===== config.mk =====
export PLATFORM = sky130hd
export DESIGN_NAME = instr_mem_loader_flat
export DESIGN_NICKNAME = d
export VERILOG_FILES = /design/src/rtl/instr_mem_loader_if.sv /design/src/rtl/instr_mem_loader.sv /design/src/flat_wrapper.sv
export SDC_FILE = /design/constraint.sdc
export NUM_CORES = 1
export LEC_CHECK = 0
export BUFFER_PORTS_ARGS = -buffer_cell sky130_fd_sc_hd__buf_2
export CAP_MARGIN = 20
export CORE_MARGIN = 2
export CORE_UTILIZATION = 55
export DETAILED_ROUTE_END_ITERATION = 10
export GPL_ROUTABILITY_DRIVEN = 1
export HOLD_SLACK_MARGIN = 0.03
export PLACE_DENSITY = 0.76
export SYNTH_ARGS = -nofsm -noshare
export SYNTH_HDL_FRONTEND = slang
export SYNTH_SLANG_ARGS = --single-unit

===== constraint.sdc =====
create_clock -name Clock -period 4.4 [get_ports Clock]
set_clock_uncertainty 0.2 [all_clocks]
set_input_delay 0.44 -clock Clock [delete_from_list [all_inputs] [get_ports Clock]]
set_output_delay 0.44 -clock Clock [all_outputs]
set_load 0.05 [all_outputs]

===== src/rtl/instr_mem_loader_if.sv =====
// rtl/instr_mem_loader_if.sv - download byte stream and instruction-memory write port
interface instr_mem_loader_if #(
    parameter int MEM_CELL_SIZE = 8,
    parameter int ADDR_W        = 8
);
    logic [MEM_CELL_SIZE-1:0] InByte;
    logic                     InValid;
    logic                     InReady;
    logic                     WrEn;
    logic [ADDR_W-1:0]        WrAddr;
    logic [MEM_CELL_SIZE-1:0] WrData;

    modport master (
        output InByte, InValid,
        input  InReady, WrEn, WrAddr, WrData
    );

    modport slave (
        input  InByte, InValid,
        output InReady, WrEn, WrAddr, WrData
    );
endinterface


===== src/rtl/instr_mem_loader.sv =====
// rtl/instr_mem_loader.sv - boot loader writing a checksummed frame into instruction memory
module instr_mem_loader #(
    parameter int MEM_CELL_SIZE  = 8,
    parameter int INSTR_MEM_SIZE = 256,
    parameter int ADDR_W         = $clog2(INSTR_MEM_SIZE)
) (
    input  logic                Clock,
    input  logic                nReset,
    input  logic                Start,
    instr_mem_loader_if.slave   bus,
    output logic                CpuRun,
    output logic                Busy,
    output logic                Done,
    output logic                Error
);
    localparam logic [2:0] IDLE  = 3'd0;
    localparam logic [2:0] LENH  = 3'd1;
    localparam logic [2:0] LENL  = 3'd2;
    localparam logic [2:0] DATA  = 3'd3;
    localparam logic [2:0] CHECK = 3'd4;
    localparam logic [2:0] DONE  = 3'd5;
    localparam logic [2:0] ERR   = 3'd6;

    localparam int              LW      = 2 * MEM_CELL_SIZE;
    localparam logic [LW-1:0]   MAX_LEN = LW'(INSTR_MEM_SIZE);

    logic [2:0]               state;
    logic [MEM_CELL_SIZE-1:0] len_hi;
    logic [ADDR_W:0]          len;
    logic [ADDR_W:0]          cnt;
    logic [7:0]               acc;
    logic                     wr_en;
    logic [ADDR_W-1:0]        wr_addr;
    logic [MEM_CELL_SIZE-1:0] wr_data;

    logic                     in_ready;
    logic                     accept;
    logic [LW-1:0]            len_full;
    logic                     len_bad;
    logic [7:0]               acc_next;
    logic [ADDR_W:0]          cnt_next;

    // Ready is a pure state decode so the link never sees a path from InValid.
    assign in_ready = (state == LENH) || (state == LENL) || (state == DATA) || (state == CHECK);
    assign accept   = bus.InValid && in_ready;
    assign len_full = {len_hi, bus.InByte};
    assign len_bad  = (len_full == '0) || len_full[0] || (len_full > MAX_LEN);
    assign acc_next = acc + bus.InByte[7:0];
    assign cnt_next = cnt + 1'b1;

    assign bus.InReady = in_ready;
    assign bus.WrEn    = wr_en;
    assign bus.WrAddr  = wr_addr;
    assign bus.WrData  = wr_data;
    assign Busy        = in_ready;

    always_ff @(posedge Clock or negedge nReset) begin
        if (!nReset) begin
            state   <= IDLE;
            len_hi  <= '0;
            len     <= '0;
            cnt     <= '0;
            acc     <= '0;
            wr_en   <= 1'b0;
            wr_addr <= '0;
            wr_data <= '0;
            CpuRun  <= 1'b0;
            Done    <= 1'b0;
            Error   <= 1'b0;
        end else begin
            wr_en <= 1'b0;
            case (state)
                IDLE, DONE, ERR: begin
                    if (Start) begin
                        state  <= LENH;
                        cnt    <= '0;
                        acc    <= '0;
                        CpuRun <= 1'b0;
                        Done   <= 1'b0;
                        Error  <= 1'b0;
                    end
                end
                LENH: begin
                    if (accept) begin
                        len_hi <= bus.InByte;
                        state  <= LENL;
                    end
                end
                LENL: begin
                    if (accept) begin
                        if (len_bad) begin
                            state <= ERR;
                            Error <= 1'b1;
                        end else begin
                            len   <= len_full[ADDR_W:0];
                            state <= DATA;
                        end
                    end
                end
                DATA: begin
                    if (accept) begin
                        wr_en   <= 1'b1;
                        wr_addr <= cnt[ADDR_W-1:0];
                        wr_data <= bus.InByte;
                        acc     <= acc_next;
                        cnt     <= cnt_next;
                        if (cnt_next == len) state <= CHECK;
                    end
                end
                CHECK: begin
                    if (accept) begin
                        if (acc_next == 8'd0) begin
                            state  <= DONE;
                            Done   <= 1'b1;
                            CpuRun <= 1'b1;
                        end else begin
                            state <= ERR;
                            Error <= 1'b1;
                        end
                    end
                end
                default: state <= IDLE;
            endcase
        end
    end
endmodule

===== src/flat_wrapper.sv =====
// flat-port wrapper written by rule: the top's interface ports become plain ports
module instr_mem_loader_flat 
#(
    parameter int MEM_CELL_SIZE  = 8,
    parameter int INSTR_MEM_SIZE = 256,
    parameter int ADDR_W         = $clog2(INSTR_MEM_SIZE)
)
  (Clock, nReset, Start, CpuRun, Busy, Done, Error, bus_InByte, bus_InValid, bus_InReady, bus_WrEn, bus_WrAddr, bus_WrData);
  instr_mem_loader_if #(.MEM_CELL_SIZE(MEM_CELL_SIZE), .ADDR_W(ADDR_W)) bus_i ();
  input  logic Clock;
  input  logic nReset;
  input  logic Start;
  output logic CpuRun;
  output logic Busy;
  output logic Done;
  output logic Error;
  input wire logic [$bits(bus_i.InByte)-1:0] bus_InByte;
  input wire logic [$bits(bus_i.InValid)-1:0] bus_InValid;
  output wire logic [$bits(bus_i.InReady)-1:0] bus_InReady;
  output wire logic [$bits(bus_i.WrEn)-1:0] bus_WrEn;
  output wire logic [$bits(bus_i.WrAddr)-1:0] bus_WrAddr;
  output wire logic [$bits(bus_i.WrData)-1:0] bus_WrData;
  assign bus_i.InByte = bus_InByte;
  assign bus_i.InValid = bus_InValid;
  assign bus_InReady = bus_i.InReady;
  assign bus_WrEn = bus_i.WrEn;
  assign bus_WrAddr = bus_i.WrAddr;
  assign bus_WrData = bus_i.WrData;
  instr_mem_loader #(.MEM_CELL_SIZE(MEM_CELL_SIZE), .INSTR_MEM_SIZE(INSTR_MEM_SIZE), .ADDR_W(ADDR_W)) u_core (.Clock(Clock), .nReset(nReset), .Start(Start), .bus(bus_i), .CpuRun(CpuRun), .Busy(Busy), .Done(Done), .Error(Error));
endmodule

==> results.cfg <==
[synthesis]
synth_top_family_by_area = simple AND/OR/NAND/NOR gates
synth_seq_cells = 56
synth_mux_area_share_pct = 6.289
synth_top_area_share_pct = 46.65
synth_area_leaders = dfrtp_1 47%, nand2_1 9.5%, mux2_2 5.6%
synth_compound_area_share_pct = 13.58
synth_nets = 342
syn-instance-count = 321
yosysTopAreaCell = dfrtp_1
synth_cell_type_count = 48
syn-cell-area_um2 = 3004
ys_warn_count = 0
avgSynthCellArea_um2 = 9.359
synth-edff-count = 0
seq_area_frac_synth_pct = 46.65
synthSimpleGateAreaFrac_pct = 19.62
async_flop_share_pct = 100.0
synth_ff_type = dfrtp_1
synth_adder_area_share_pct = 3.998
synth_xor_area_share_pct = 6.122

[place]
dp_hpwl_um = 4416
gp_congestion = 0.8160
dp_slack_ns = 1.516
dpl.cell_count = 409
port-buffer-count = 33

[clock_network]
htreeDepth = 2
post_cts_buffers = 0
numCtsBuffers = 5
clock-root-buffer = clkbuf_8
cts_tree = built
clock_sinks = 56
cts_buffer_depth = 2
clock_latency_ns = 0.31
clkSlewWorstSetupHoldPaths_ns = 0.10

[floorplan]
die_w_um = 77.91
dieArea_um2 = 6069
row_count = 26
start_util_pct = 57.72
boundaryPins = 34
die-height_um = 77.91
coreArea_um2 = 5205

[route]
routedWlPerCell_um = 15.68
wl_um = 6556
route.antenna.remaining_nets = 0
drt-initial-drc-count = 120
vias_per_cell = 5.656
firstDrtPassIters = 4
route.detailed.drc = 0
vias = 2364

[critical_path]
crit_type = reg2reg
cp_cell_sequence = nor2_1, nand3_1, buf_4, inv_1, buf_4, nor2_1, o21ai_0, o21ai_0
r2r_slack_ns = 1.51
cp_max_fo = 36
start_kind = flop
path_depth = 8
r2r_end = u_core.cnt[6]$_DFFE_PN0P_
path_delay_family = simple AND/OR/NAND/NOR gates
slowest_delay_ns = 0.73
r2r-start = u_core.state[2]$_DFFE_PN0P_
path_buf_inv = 3
required_ns = 4.43
arrival_ns = 2.92
crit_slowest_cell = dfrtp_1
cp-end-kind = flop
ff2ff_path_depth = 8

[status]
status = complete, no violations

[sta]
rsz0062_at_grt = no
setup_violations = 0
relSlewSlack_pct = 46.28
finalCriticalPeriod_ns = 2.888
drv_slew = 0
fmax_mhz = 346.2
fin_crit_sh_pct = 65.65
finalSetupTns_ns = 0
fin_ws_ns = 1.512
finalHoldViolations = 0
worst_pin_slew_ns = 0.8041

[hold_path]
whs_endpoint = u_core.bus.WrData[0]$_DFFE_PN0P_
hold_depth = 3
min_from = bus_InByte[0]
min_path_type = in2reg

[power_and_ir_drop]
total_power_w = 0.002144
seqPwrFrac_pct = 38.4
switching_share_pct = 46.53
power.internal_w = 0.001146
power_leakage_nw = 1.570
combPwrFrac_pct = 47.7
vdd_drop_max_uv = 421.2
pwr_density_cell_nw_per_um2 = 651.7
clkPwrFrac_pct = 14.0
power.net_switching_w = 0.0009975

[global_routing]
grt_usage_pct = 23.64
grt_max_degree = 38
grt_pass1_vias = 2352
antenna_found_initial = 0
gr-total-overflow = 0
grt_pass1_wl_um = 11410

[finish]
area_delta_synth_final_pct = 9.496
finalNonFillerCells = 418
final_cell_mix = 76 x nand2_1, 56 x dfrtp_1, 33 x buf_2, 26 x o21ai_0, 18 x nor2_1
nFillCells = 432
drive_gt1_share_pct = 20.11
nets = 368
layout_commonest_cell = nand2_1
diodes = 0

[job]
cap_violations = 0
synthesized netlist by cell type, types with 5 or more instances:
library cell / count
a21oi_1: 10
buf_2: 9
clkbuf_1: 5
dfrtp_1: 56
ha_1: 8
inv_1: 5
mux2_2: 15
nand2_1: 76
nor2_1: 18
nor2b_1: 6
o21ai_0: 26
xnor2_1: 14
xor2_1: 7
kinds of logic (layout without fill, tap and decap cells):
| kind of cell | after synthesis | after routing |
|---|---|---|
| buffers and inverters | 23 | 50 |
| XOR/XNOR | 21 | 21 |
| multiplexers | 17 | 17 |
| AND/OR/NAND/NOR | 131 | 131 |
| AO/OA/AOI/OAI | 64 | 64 |
| flip-flops | 56 | 56 |
| adder cells (fa/ha/maj) | 9 | 9 |
area by class of cell:
| class | instances | area, um^2 | share of cell area, % |
|---|---|---|---|
| Clock buffer | 7 | 86.33 | 2.625 |
| Clock inverter | 1 | 7.507 | 0.2282 |
| Inverter | 5 | 18.77 | 0.5706 |
| Multi-Input combinational cell | 242 | 1490 | 45.30 |
| Sequential cell | 56 | 1401 | 42.60 |
| Tap cell | 70 | 87.58 | 2.663 |
| Timing Repair Buffer | 37 | 197.7 | 6.010 |
per-layer routing:
metal | GRT usage (%) | vias to the layer above | share of wire (%)
met5 | 0 | - | 0
met2 | 40.09 | 59 | 50
met1 | 31.66 | 1153 | 46
met3 | 4.186 | 5 | 3.6
met4 | 5.614 | 0 | 0.69
li1 | - | 1147 | -
per-stage QoR:
step / hold slack (ns) / area [um^2] / util, %
5_1_grt: 0.2114 / 3289 / 63.20
2_1_floorplan: -0.05559 / 3004 / -
3_3_place_gp: 0.2055 / 3186 / 61.20
6_report: 0.1975 / 3289 / 63.20
3_5_place_dp: 0.2083 / 3186 / 61.20
4_1_cts: 0.1963 / 3289 / 63.20
repair_timing:
action	CTS	global route
endpoints found under the setup margin	0	0
gates resized for setup	0	0
hold buffers	1	0
hold endpoints to repair	19	0
power groups by stage:
stage               combinational [W]  sequential [W]  clock (W)
finish                        0.00102        0.000823   0.000299
floorplan                    0.000673        0.000953          0
CTS                           0.00102        0.000821   0.000302
global route                  0.00112        0.000848   0.000320
detailed placement            0.00102        0.000829          0
global placement             0.000987        0.000819          0
tightest hold or removal path, delay by kind of cell:
kind / cells / cell delay [ns]
buf+inv: 1 / 0.13
simple gates: 2 / 0.10
sequential cells by signal (all words and copies together), names as in the netlist, 3 cells and up:
register           cells
u_core.state           3
u_core.len_hi          8
u_core.bus.WrAddr      8
u_core.len             9
u_core.acc             8
u_core.cnt             9
u_core.bus.WrData      8
how the worst max path moves through the flow:
stage / slack (ns) / startpoint / end
3_3_place_gp: 1.58 / bus_InByte[0] / u_core.Error$_DFFE_PN0P_
5_1_grt: 1.24 / u_core.state[2]$_DFFE_PN0P_ / u_core.cnt[8]$_DFFE_PN0P_
4_1_cts: 1.54 / u_core.state[2]$_DFFE_PN0P_ / u_core.cnt[8]$_DFFE_PN0P_
3_5_place_dp: 1.52 / bus_InByte[0] / u_core.Error$_DFFE_PN0P_
2_1_floorplan: 1.72 / u_core.state[0]$_DFFE_PN0P_ / bus_InReady
6_report: 1.51 / u_core.state[2]$_DFFE_PN0P_ / u_core.cnt[6]$_DFFE_PN0P_
Note: power is estimated with default switching activity, not from simulation.
